$ cat config.mk
export PLATFORM = sky130hd
export DESIGN_NAME = wash_cycle_ctrl
export DESIGN_NICKNAME = d
export VERILOG_FILES = /design/src/rtl/wm_pkg.sv /design/src/rtl/wm_phase_timer.sv /design/src/rtl/wash_cycle_ctrl.sv
export SDC_FILE = /design/constraint.sdc
export NUM_CORES = 1
export LEC_CHECK = 0
export CAP_MARGIN = 20
export CORE_MARGIN = 10
export CORE_UTILIZATION = 50
export CTS_CLUSTER_DIAMETER = 150
export CTS_CLUSTER_SIZE = 24
export DETAILED_ROUTE_END_ITERATION = 10
export PLACE_DENSITY = 0.69
export SLEW_MARGIN = 20
export SYNTH_ARGS = -nofsm -noshare
export SYNTH_HDL_FRONTEND = slang
export SYNTH_SLANG_ARGS = --single-unit
$ cat constraint.sdc
create_clock -name clk -period 3.4 [get_ports clk]
set_clock_uncertainty 0.1 [all_clocks]
set_input_delay 0.34 -clock clk [delete_from_list [all_inputs] [get_ports clk]]
set_output_delay 0.34 -clock clk [all_outputs]
set_load 0.01 [all_outputs]
$ cat src/rtl/wm_pkg.sv
// Shared definitions for the washing-machine controller: phase codes,
// clock-rate encodings, default phase durations and the tick-rate helper.
package wm_pkg;

    localparam logic [2:0] PH_IDLE  = 3'd0;
    localparam logic [2:0] PH_FILL  = 3'd1;
    localparam logic [2:0] PH_WASH  = 3'd2;
    localparam logic [2:0] PH_RINSE = 3'd3;
    localparam logic [2:0] PH_SPIN  = 3'd4;

    localparam logic [1:0] CLK_1X = 2'b00;
    localparam logic [1:0] CLK_2X = 2'b01;
    localparam logic [1:0] CLK_4X = 2'b10;
    localparam logic [1:0] CLK_8X = 2'b11;

    localparam int unsigned BASE_TICKS_DEF = 32'd1_000_000;
    localparam int unsigned FILL_SEC_DEF   = 32'd120;
    localparam int unsigned WASH_SEC_DEF   = 32'd300;
    localparam int unsigned RINSE_SEC_DEF  = 32'd120;

    typedef enum logic [2:0] {
        ST_IDLE  = PH_IDLE,
        ST_FILL  = PH_FILL,
        ST_WASH  = PH_WASH,
        ST_RINSE = PH_RINSE,
        ST_SPIN  = PH_SPIN
    } state_e;

    // Clock cycles per second at the selected clock-rate multiplier.
    function automatic logic [31:0] ticks_per_sec(input logic [31:0] base,
                                                  input logic [1:0]  freq);
        logic [31:0] t;
        case (freq)
            CLK_1X:  t = base;
            CLK_2X:  t = base << 1;
            CLK_4X:  t = base << 2;
            CLK_8X:  t = base << 3;
            default: t = base;
        endcase
        return t;
    endfunction

endpackage

$ cat src/rtl/wm_phase_timer.sv
// Seconds timebase for the timed phases: a prescaler that wraps once per
// second and a seconds counter that flags the last tick of the phase.
module wm_phase_timer
    import wm_pkg::*;
#(
    parameter int unsigned BASE_TICKS_PER_SEC = BASE_TICKS_DEF
) (
    input  logic       clk,
    input  logic       rst_n,
    input  logic       clear_i,
    input  logic       freeze_i,
    input  logic [1:0] cfg_clk_freq_i,
    input  logic [8:0] dur_i,
    output logic       expire_o
);

    logic [31:0] pre_q, pre_d;
    logic [8:0]  sec_q, sec_d;
    logic [31:0] wrap_s;
    logic        sec_tick_s;

    // Second boundary detection and phase-expiry flag.
    always_comb begin
        wrap_s     = ticks_per_sec(32'(BASE_TICKS_PER_SEC), cfg_clk_freq_i) - 32'd1;
        sec_tick_s = !freeze_i && (pre_q == wrap_s);
        expire_o   = sec_tick_s && (sec_q == (dur_i - 9'd1));
    end

    // Counter next-state; clear wins over freeze so a state change always restarts the phase.
    always_comb begin
        pre_d = pre_q;
        sec_d = sec_q;
        if (clear_i) begin
            pre_d = 32'd0;
            sec_d = 9'd0;
        end else if (freeze_i) begin
            pre_d = pre_q;
            sec_d = sec_q;
        end else if (sec_tick_s) begin
            pre_d = 32'd0;
            sec_d = sec_q + 9'd1;
        end else begin
            pre_d = pre_q + 32'd1;
            sec_d = sec_q;
        end
    end

    // Counter registers.
    always_ff @(posedge clk or negedge rst_n) begin
        if (!rst_n) begin
            pre_q <= 32'd0;
            sec_q <= 9'd0;
        end else begin
            pre_q <= pre_d;
            sec_q <= sec_d;
        end
    end

endmodule

$ cat src/rtl/wash_cycle_ctrl.sv
// Washing-machine program sequencer IDLE->FILL->WASH->RINSE->SPIN->IDLE.
// Optional door interlock is compiled in with `define DOOR_LOCK_EN.
module wash_cycle_ctrl
    import wm_pkg::*;
#(
    parameter int unsigned BASE_TICKS_PER_SEC = BASE_TICKS_DEF,
    parameter int unsigned FILL_SEC           = FILL_SEC_DEF,
    parameter int unsigned WASH_SEC           = WASH_SEC_DEF,
    parameter int unsigned RINSE_SEC          = RINSE_SEC_DEF
) (
    input  logic       clk,
    input  logic       rst_n,
    input  logic       coin_in,
    input  logic       double_wash,
    input  logic       timer_pause,
    input  logic [1:0] clk_freq,
    input  logic       spining_done,
`ifdef DOOR_LOCK_EN
    input  logic       door_closed,
    output logic       door_lock,
`endif
    output logic [1:0] cfg_clk_freq,
    output logic       soft_rst,
    output logic       start_spining,
    output logic       spining_counter_stop,
    output logic       wash_done,
    output logic [2:0] phase
);

    state_e     state_q, state_d;
    logic       dbl_q, dbl_d;
    logic       pass_q, pass_d;
    logic [1:0] cfg_q, cfg_d;
    logic       wash_done_q, wash_done_d;
    logic [2:0] phase_q;
    logic       soft_rst_q, start_q, stop_q;
    logic       door_ok_s, freeze_s, clear_s, expire_s;
    logic [8:0] dur_s;

`ifdef DOOR_LOCK_EN
    logic door_lock_q;
    assign door_ok_s = door_closed;
    assign door_lock = door_lock_q;
`else
    assign door_ok_s = 1'b1;
`endif

    // An open door mid-cycle holds the timebase where it is.
    assign freeze_s = (state_q != ST_IDLE) && !door_ok_s;
    assign clear_s  = (state_q == ST_IDLE) || (state_d != state_q);

    // Duration of the currently running timed phase.
    always_comb begin
        case (state_q)
            ST_FILL:  dur_s = 9'(FILL_SEC);
            ST_WASH:  dur_s = 9'(WASH_SEC);
            ST_RINSE: dur_s = 9'(RINSE_SEC);
            default:  dur_s = 9'(FILL_SEC);
        endcase
    end

    wm_phase_timer #(
        .BASE_TICKS_PER_SEC(BASE_TICKS_PER_SEC)
    ) u_timer (
        .clk            (clk),
        .rst_n          (rst_n),
        .clear_i        (clear_s),
        .freeze_i       (freeze_s),
        .cfg_clk_freq_i (cfg_q),
        .dur_i          (dur_s),
        .expire_o       (expire_s)
    );

    // Sequencer next-state and the settings captured at coin acceptance.
    always_comb begin
        state_d     = state_q;
        dbl_d       = dbl_q;
        pass_d      = pass_q;
        cfg_d       = cfg_q;
        wash_done_d = wash_done_q;
        case (state_q)
            ST_IDLE: begin
                if (coin_in && door_ok_s) begin
                    cfg_d       = clk_freq;
                    dbl_d       = double_wash;
                    pass_d      = 1'b0;
                    wash_done_d = 1'b0;
                    state_d     = ST_FILL;
                end else begin
                    state_d = ST_IDLE;
                end
            end
            ST_FILL: begin
                if (expire_s) begin
                    state_d = ST_WASH;
                end else begin
                    state_d = ST_FILL;
                end
            end
            ST_WASH: begin
                if (expire_s) begin
                    state_d = ST_RINSE;
                end else begin
                    state_d = ST_WASH;
                end
            end
            ST_RINSE: begin
                if (expire_s && dbl_q && !pass_q) begin
                    pass_d  = 1'b1;
                    state_d = ST_WASH;
                end else if (expire_s) begin
                    state_d = ST_SPIN;
                end else begin
                    state_d = ST_RINSE;
                end
            end
            ST_SPIN: begin
                if (spining_done && door_ok_s) begin
                    wash_done_d = 1'b1;
                    state_d     = ST_IDLE;
                end else begin
                    state_d = ST_SPIN;
                end
            end
            default: state_d = ST_IDLE;
        endcase
    end

    // State and outputs decoded from the next state, valid in a state's first cycle.
    always_ff @(posedge clk or negedge rst_n) begin
        if (!rst_n) begin
            state_q     <= ST_IDLE;
            dbl_q       <= 1'b0;
            pass_q      <= 1'b0;
            cfg_q       <= CLK_1X;
            wash_done_q <= 1'b0;
            phase_q     <= PH_IDLE;
            soft_rst_q  <= 1'b0;
            start_q     <= 1'b0;
            stop_q      <= 1'b0;
`ifdef DOOR_LOCK_EN
            door_lock_q <= 1'b0;
`endif
        end else begin
            state_q     <= state_d;
            dbl_q       <= dbl_d;
            pass_q      <= pass_d;
            cfg_q       <= cfg_d;
            wash_done_q <= wash_done_d;
            phase_q     <= state_d;
            soft_rst_q  <= (state_d != ST_IDLE);
            start_q     <= (state_d == ST_SPIN);
            stop_q      <= (state_d == ST_SPIN) && (timer_pause || !door_ok_s);
`ifdef DOOR_LOCK_EN
            door_lock_q <= (state_d != ST_IDLE);
`endif
        end
    end

    assign cfg_clk_freq         = cfg_q;
    assign soft_rst             = soft_rst_q;
    assign start_spining        = start_q;
    assign spining_counter_stop = stop_q;
    assign wash_done            = wash_done_q;
    assign phase                = phase_q;

endmodule

After elaboration in Yosys (flattened, before gate mapping) --
Index checks and enable logic that the tools add are counted.
Storage, ports and cells: output and inout port bits 9, input port bits 8, logic and storage cells 61, register bits after elaboration 52
Operators by class: mux-type cells 18, reduce and logical (&&, ||, !) cells 15, add/sub/neg operators 4, equality and inequality tests 14
Operators with widths (number):
- case mux 32 bit (4 select lines) | 1
- two-way mux 32 bit | 2
- adder 32 x 1 -> 32 bit (second input constant) | 1
- == test 32 bit | 1
- subtractor 32 x 1 -> 32 bit (second input constant) | 1
- two-way mux 9 bit | 3
- case mux 3 bit (5 select lines) | 1
- adder 9 x 1 -> 9 bit (second input constant) | 1
- == test 9 bit | 1
- two-way mux 3 bit | 3
- subtractor 9 x 1 -> 9 bit (second input constant) | 1
- == test 3 x 2 -> 1 bit (second input constant) | 2
- == test 3 bit (second input constant) | 2
- inequality test 2 bit (second input constant) | 3
- AND reduction 3 bit | 2
- nonzero test 2 bit | 3
- two-way mux 1 bit | 5
- == test 2 bit (second input constant) | 2
- logical AND 1 bit | 4
- case mux 1 bit (2 select lines) | 2
- == test 3 x 1 -> 1 bit (second input constant) | 1
- zero test 3 bit | 1
- inequality test 3 bit | 1
- nonzero test 3 bit | 1
- other kinds (6) | 6

Logic depth before layout (Yosys ltp) --
Gate-level depths: netlist of run 1.
depth in word-level cells 12, mapped depth 10, depth with buffers taken out 8

Modules after synthesis --
A second synthesis of run 1 with hierarchy kept.
Second synthesis, totals: cell total of the unflattened synthesis 357, area total of the unflattened synthesis 3359.5 sq um
Modules (own cells, without submodules):
- wm_phase_timer | instances 1, cells each 313, sequential area each 1026.0 sq um, area each 2837.7 sq um
- wash_cycle_ctrl | instances 1, cells each 44, sequential area each 275.3 sq um, area each 521.8 sq um

Worst setup path after synthesis of run 1 --
OpenSTA, ideal clock, no wires.
kind reg2reg, from register cfg_q[1] (netlist: cfg_clk_freq[1]), to register stop_q (netlist: spining_counter_stop), setup time 74 ps, stages on the path, launching flop included 9, required time 3226 ps, arrival 2282 ps, slack 944 ps, buffers on the path 0, period minus slack after synthesis 2456 ps, cell sequence dfrtp_1 -> inv_1 -> ha_1 -> nor3_1 -> o22ai_1 -> nor4_4 -> nand4b_4 -> or4_4 -> o21ai_2
On the way: cells in the longest elaborated chain, start to end 11, elaborated cells between the ends (all ways) 17, those cells by class 1 x add/sub; 5 x eq/ne; 6 x mux; 5 x reduce/logical
Ends and longest elaborated chain:
- from (decl) | line wash_cycle_ctrl.sv:33 | logic [1:0] cfg_q, cfg_d;
- from (signal assigned) | line wash_cycle_ctrl.sv:148 | cfg_q <= cfg_d;
- == test 2 bit (tied with other cells) | line wm_pkg.sv:33 | case (freq)
- case mux 32 bit (4 select lines) * | line wm_pkg.sv:33
- subtractor 32 x 1 -> 32 bit * | line wm_phase_timer.sv:24 | wrap_s = ticks_per_sec(32'(BASE_TICKS_PER_SEC), cfg_clk_freq_i) - 32'd1;
- == test 32 bit * | line wm_phase_timer.sv:25 | sec_tick_s = !freeze_i && (pre_q == wrap_s);
- logical AND 1 bit * | line wm_phase_timer.sv:26 | expire_o = sec_tick_s && (sec_q == (dur_i - 9'd1));
- logical AND 1 bit (2 in series) | line wash_cycle_ctrl.sv:108 | if (expire_s && dbl_q && !pass_q) begin
- two-way mux 3 bit | line wash_cycle_ctrl.sv:108
- case mux 3 bit (5 select lines) * | line wash_cycle_ctrl.sv:81 | case (state_q)
- == test 3 bit * | line wash_cycle_ctrl.sv:153 | stop_q <= (state_d == ST_SPIN) && (timer_pause || !door_ok_s);
- logical AND 1 bit * | line wash_cycle_ctrl.sv:153
- to (signal assigned) | line wash_cycle_ctrl.sv:153
- to (decl) | line wash_cycle_ctrl.sv:36 | logic soft_rst_q, start_q, stop_q;
Every way passes the cells marked *; elsewhere a longest branch is shown, timed or not. The select of a mux whose other input is x is not followed. A chain may end at the register's enable or synchronous reset.

Final worst setup path of run 1 --
from register cfg_q[0] (netlist: cfg_clk_freq[0]), to register u_timer.pre_q[31]
On the way: cells in the longest elaborated chain, start to end 12, elaborated cells between the ends (all ways) 19, those cells by class 1 x add/sub; 5 x eq/ne; 8 x mux; 5 x reduce/logical
Ends and longest elaborated chain:
- == test 2 bit (tied with other cells) | line wm_pkg.sv:33
- case mux 32 bit (4 select lines) * | line wm_pkg.sv:33
- subtractor 32 x 1 -> 32 bit * | line wm_phase_timer.sv:24
- == test 32 bit * | line wm_phase_timer.sv:25
- logical AND 1 bit | line wm_phase_timer.sv:26
- logical AND 1 bit (2 in series) | line wash_cycle_ctrl.sv:108
- two-way mux 3 bit | line wash_cycle_ctrl.sv:108
- case mux 3 bit (5 select lines) | line wash_cycle_ctrl.sv:81
- inequality test 3 bit | line wash_cycle_ctrl.sv:50 | assign clear_s = (state_q == ST_IDLE) || (state_d != state_q);
- logical OR 1 bit | line wash_cycle_ctrl.sv:50
- two-way mux 32 bit * | line wm_phase_timer.sv:33 | if (clear_i) begin
- net u_timer.pre_d[31] | line wm_phase_timer.sv:17 | logic [31:0] pre_q, pre_d;
- to (signal assigned) | line wm_phase_timer.sv:54 | pre_q <= pre_d;
- to (decl) | line wm_phase_timer.sv:17
The timed path passes the listed nets; every way through them passes the cells marked *. The select of a mux whose other input is x is not followed.

==> results of run 1 <==
==> cell usage after synthesis, drive strengths merged, types with 2 or more instances <==
library cell | number | area [sq um]
o21ai | 13 | 76.3
a21oi | 11 | 62.6
mux2 | 2 | 22.5
nor4b | 2 | 17.5
nor4 | 5 | 61.3
buf | 5 | 30.0
inv | 7 | 26.3
dfrtp | 52 | 1300
nor3b | 4 | 30.0
and4 | 5 | 45.0
nand3b | 2 | 15.0
nand2 | 23 | 86.3
o22ai | 4 | 25.0
nand4b | 3 | 41.3
xor2 | 23 | 201
and3 | 15 | 93.8
a21o | 3 | 22.5
nand4 | 10 | 62.6
nand2b | 2 | 12.5
and2 | 3 | 20.0
nand3 | 20 | 105
nor2 | 49 | 184
ha | 9 | 113
nor3 | 11 | 60.1
xnor2 | 11 | 96.3
==> worst max-delay path: stages (launching register included) <==
cell and delay (ps):
dfrtp_1 450, inv_1 180, ha_1 220, a21oi_1 50, nand4b_1 230, nor4_4 580
nand3_2 310, nand2_1 120, buf_4 320, nor2_1 100
==> power by group <==
part           switching [uW]  internal [uW]
Combinational             105           94.5
Sequential               52.4            665
Clock                     215            296
Total                     372           1060
==> final timing paths <==
kind | end | slack, ps | depth (start not counted)
worst max register to register | u_timer.pre_q[31]$_DFF_PN0_ | 600 | 9
worst min register to register | u_timer.pre_q[0]$_DFF_PN0_ | 390 | 1
max in group asynchronous | phase[0]$_DFF_PN0_ | 2490 | 2
min in group clk | u_timer.pre_q[0]$_DFF_PN0_ | 390 | 1
worst min-delay path | u_timer.pre_q[18]$_DFF_PN0_ | -20 | 1
worst max-delay path | u_timer.pre_q[31]$_DFF_PN0_ | 600 | 9
==> metal layers <==
layer	part of all wire, %	wire length [microns]	track usage, %	up-vias
met1	47	2830	16.8	1102
met5	0	0	0	-
met3	3.0	178	2.48	8
met2	48	2890	21.1	23
li1	-	-	-	1142
met4	1.4	85	4.96	0
==> per-stage QoR <==
stage | hold slack (ps) | cell area [sq um] | std cells
after CTS | 9.94 | 3330 | 404
after floorplan | -55.6 | 2960 | 311
after global placement | 350 | 3190 | 396
final | -18.5 | 3330 | 404
after detailed placement | 353 | 3190 | 396
after global routing | 45.4 | 3330 | 404
==> state kept, by name, indices dropped and copies added (netlist names) <==
register	count
cfg_clk_freq	2
u_timer.pre_q	32
pass_q	1
soft_rst	1
wash_done	1
phase	3
dbl_q	1
spining_counter_stop	1
start_spining	1
u_timer.sec_q	9
==> cell type report <==
class | instances | area [sq um] | share of cell area [%]
sequential | 52 | 1300 | 39.1
clock buffer | 5 | 68.8 | 2.07
inverter | 7 | 26.3 | 0.789
multi-input combinational | 246 | 1600 | 48.0
timing repair buffer | 19 | 178 | 5.34
tap | 72 | 90.1 | 2.71
clock inverter | 3 | 68.8 | 2.07
==> logic make-up after synthesis <==
kind of cell / synth area share [%]
buffers and inverters: 2.03
XOR/XNOR: 10.1
flip-flops: 44.0
AND/OR/NAND/NOR: 30.6
multiplexers: 1.10
adder cells (fa/ha/maj): 3.81
AO/OA/AOI/OAI: 8.42
==> out/metrics.cfg, run 1 <==
[global_routing]
grt_max_degree=36
grt_usage_pct=13.1
antenna_found_initial=0
grt_pass1_vias=2232
overflow=0
grt_pass1_wl_mm=10.7

[yosys]
syn_area_per_cell_sq_um=9.51
synth-seq-cells=52
async_flop_share_pct=100
synth-edff-count=0
yosysWarnings=0
ys_types=53
syn-num-nets=328
synth_flop_cell=dfrtp_1
seq_area_frac_synth_pct=44.0
synth_cells=311
synth_area_sq_mm=0.00296

[worst_setup_path]
crit_fanout=31
crit_path_start=cfg_clk_freq[0]$_DFFE_PN0P_
arrival_ps=2890
startpoint_type=flip-flop
crit_type=reg2reg
cp.required_ps=3500
r2r-start=cfg_clk_freq[0]$_DFFE_PN0P_
cp-end-kind=flip-flop

[run_status]
violations=hold timing
status=complete, but fails checks

[routing]
totalWireLength_mm=5.99
avgRoutedWirePerCell_microns=14.8
antenna_left=0
via_per_inst=5.63
dr.pass1.iters=4
vias=2275
drc_errors=0
drt-initial-drc-count=94

[cts]
cts_setup_buffers=0
insertion_delay_ps=310
path_clk_slew_ps=100
cts_buffers=5
clockRootBuffer=clkbuf_8
cts_buffer_depth=2
h-tree-depth=2
cts_tree=built
cts-resized-gates=0
ctsHoldBuffers=0
clock_sinks=52

[place]
gp_congestion=0.832
io_buffers=16
place_ws_ps=605
dp_hpwl_mm=4.42

[timing]
finalWorstSetupSlack_ps=603
finalCritPeriodShare_pct=82.3
fmax_ghz=0.357
slew-limit-headroom_pct=50.5
slew_violations=0
whs_ps=-18.5
fin_setup_tns_ps=0
rsz0062_at_grt=no
tightest_slew_ps=736
hold_viol_final=23
fin_crit_ps=2800
setup_viol=0

[die]
core_region_area_sq_mm=0.00561
start_util_pct=52.7
num_rows=27
dieArea_sq_mm=0.00939
die_h_microns=96.9
die_w_microns=96.9
ios=17

[final_layout]
final_common_cell=dfrtp_1
area_growth_pct=12.6
layout_common_cells=52 x dfrtp_1, 49 x nor2_1, 23 x nand2_1, 23 x xor2_1, 19 x nand3_1
final_util_pct=59.4
n_antenna_cell=0
fillerInstances=506
nNetsFinal=348
final_layout_size_suffix_gt1_share_pct=8.73

[pwr]
p_leak_uw=0.00152
peakVddDrop_uv=178
pwr_density_cell_mw_per_mm2=429
p_total_uw=1430

[job]
maxCapViolations=0

[worst_hold_path]
hold_class=in2async

(Power assumes the default switching activity.)
==> inputs of run 2 (changes only) <==
clock period = 2.6 ns   (was 3.4 ns; I/O delays follow)
==> run 2 against run 1 <==
Net effect: cell area increased by 2.5%; register-to-register slack worse by 460 ps; clock power shrank 5.9%; the flow now finishes without violations.
==> out/metrics.cfg, run 2 (synthesis results as in run 1) <==
[cts]
cts_tree=built
cts_buffers=5  ; unchanged
path_clk_slew_ps=100  ; about the same
insertion_delay_ps=300  ; about the same
h-tree-depth=2  ; unchanged
clock_sinks=52  ; unchanged
clockRootBuffer=clkbuf_8
cts_buffer_depth=2  ; unchanged

[place]
placedCellCount=406  ; +2.5%
io_buffers=16  ; unchanged
gp_congestion=0.868  ; +4.3%
dp_hpwl_mm=4.42  ; -0.16%
place_ws_ps=44.7  ; -560 ps

[final_layout]
final_common_cell=dfrtp_1
largest_reg_flops=32  ; unchanged
final_layout_size_suffix_gt1_share_pct=14.2  ; +5.5 points
regMostFlops=u_timer.pre_q
nNetsFinal=360  ; +3.4%
layout_common_cells=50 x dfrtp_1, 49 x nor2_1, 23 x nand2_1, 23 x xor2_1, 19 x nand3_1
stdcell_count=416  ; +3.0%
area_growth_pct=15.4
n_antenna_cell=0  ; unchanged
final_util_pct=60.9  ; +1.5 points

[worst_setup_path]
cp.required_ps=2730  ; -770 ps
startpoint_type=flip-flop
arrival_ps=2590  ; -300 ps
crit_end=start_spining$_DFF_PN0_
reg2reg_to=start_spining$_DFF_PN0_
rrSetupSlack_ps=140  ; -460 ps
crit_path_start=cfg_clk_freq[0]$_DFFE_PN0P_
crit_type=reg2reg
worstRegToRegCells=8  ; -1
crit_fanout=5  ; -84%
r2r-start=cfg_clk_freq[0]$_DFFE_PN0P_
cp-end-kind=flip-flop

[pwr]
p_leak_uw=0.00157  ; +3.1%
p_total_uw=1700  ; +19%
pwr_density_cell_mw_per_mm2=499  ; +16%
peakVddDrop_uv=288  ; +62%

[timing]
setup_viol=0  ; unchanged
finalCritPeriodShare_pct=94.5  ; +12 points
hold_viol_final=0  ; -100%
tightest_slew_ps=698  ; -37.9 ps
finalWorstSetupSlack_ps=143  ; -460 ps
slew-limit-headroom_pct=53.0  ; +2.5 points
rsz0062_at_grt=no
slew_violations=0  ; unchanged
fin_crit_ps=2460  ; -340 ps
fin_setup_tns_ps=0  ; unchanged
fmax_ghz=0.407  ; +14%

[die]
ios=17  ; unchanged
die_w_microns=96.9  ; unchanged
num_rows=27  ; unchanged
start_util_pct=52.7  ; unchanged
core_region_area_sq_mm=0.00561  ; unchanged
die_h_microns=96.9  ; unchanged
dieArea_sq_mm=0.00939  ; unchanged

[global_routing]
grt_pass1_wl_mm=10.4  ; -2.5%
grt_usage_pct=12.6  ; -0.48 points
overflow=0  ; unchanged
grt_pass1_vias=2217  ; -0.67%
grt_max_degree=53  ; +47%
antenna_found_initial=0  ; unchanged

[routing]
drt-initial-drc-count=106  ; +13%
totalWireLength_mm=6.10  ; +1.9%
drc_errors=0  ; unchanged
dr.pass1.iters=4  ; unchanged
via_per_inst=5.55  ; -1.5%
avgRoutedWirePerCell_microns=14.7  ; -1.1%
antenna_left=0  ; unchanged
vias=2308  ; +1.5%

[run_status]
status=complete, no violations

[job]
maxCapViolations=0  ; unchanged

[worst_hold_path]
hold_class=reg2reg

run 2: stage by stage:
stage,area (sq um),hold slack [ps]
2_1_floorplan,2960,-136
3_3_place_gp,3280,312
3_5_place_dp,3280,324
4_1_cts,3380,389
5_1_grt,3410,415
6_report,3410,385
run 2: metal layers:
metal / global-route usage, % / wire length, microns
met1: 16.4 / 2810
met2: 20.1 / 2970
met3: 2.98 / 223
met4: 3.61 / 90
met5: 0 / 0
run 2: report_power, final:
part / total (uW) / switching [uW] / internal, uW / leakage [uW]
Sequential: 942 / 70.3 / 871 / 0.000683
Clock: 481 / 267 / 213 / 0.0000510
Combinational: 279 / 143 / 136 / 0.000837
run 2: worst min-delay path by stage:
stage,start,to,slack [ps],depth (start not counted)
floorplan,rst_n,cfg_clk_freq[0]$_DFFE_PN0P_,-140,0
global placement,rst_n,u_timer.pre_q[15]$_DFF_PN0_,310,2
detailed placement,rst_n,u_timer.pre_q[13]$_DFF_PN0_,320,2
CTS,u_timer.pre_q[0]$_DFF_PN0_,u_timer.pre_q[0]$_DFF_PN0_,390,1
global route,u_timer.pre_q[0]$_DFF_PN0_,u_timer.pre_q[0]$_DFF_PN0_,410,1
finish,u_timer.pre_q[0]$_DFF_PN0_,u_timer.pre_q[0]$_DFF_PN0_,390,1
run 2: cell type report:
cell class / instances / area, sq um
Multi-Input combinational cell: 246 / 1620
Clock inverter: 2 / 10.0
Timing Repair Buffer: 31 / 283
Clock buffer: 6 / 82.6
Tap cell: 72 / 90.1
Fill cell: 485 / 2190
Sequential cell: 52 / 1300
Inverter: 7 / 26.3
run 2: worst max-delay path, cell delays in order, from the launching register on:
cell and delay, ps:
dfrtp_2 450, inv_2 110, ha_1 210, a21oi_1 50
nand4b_1 220, nor4_4 450, nand4b_4 160, or4_4 480
o21ai_1 140
run 2: what timing repair did:
action,4_1_cts,5_1_grt
gates resized for setup,0,9
endpoints found under the setup margin,0,46
buffers inserted,0,1
hold buffers,1,0
endpoints found under the hold margin,18,0
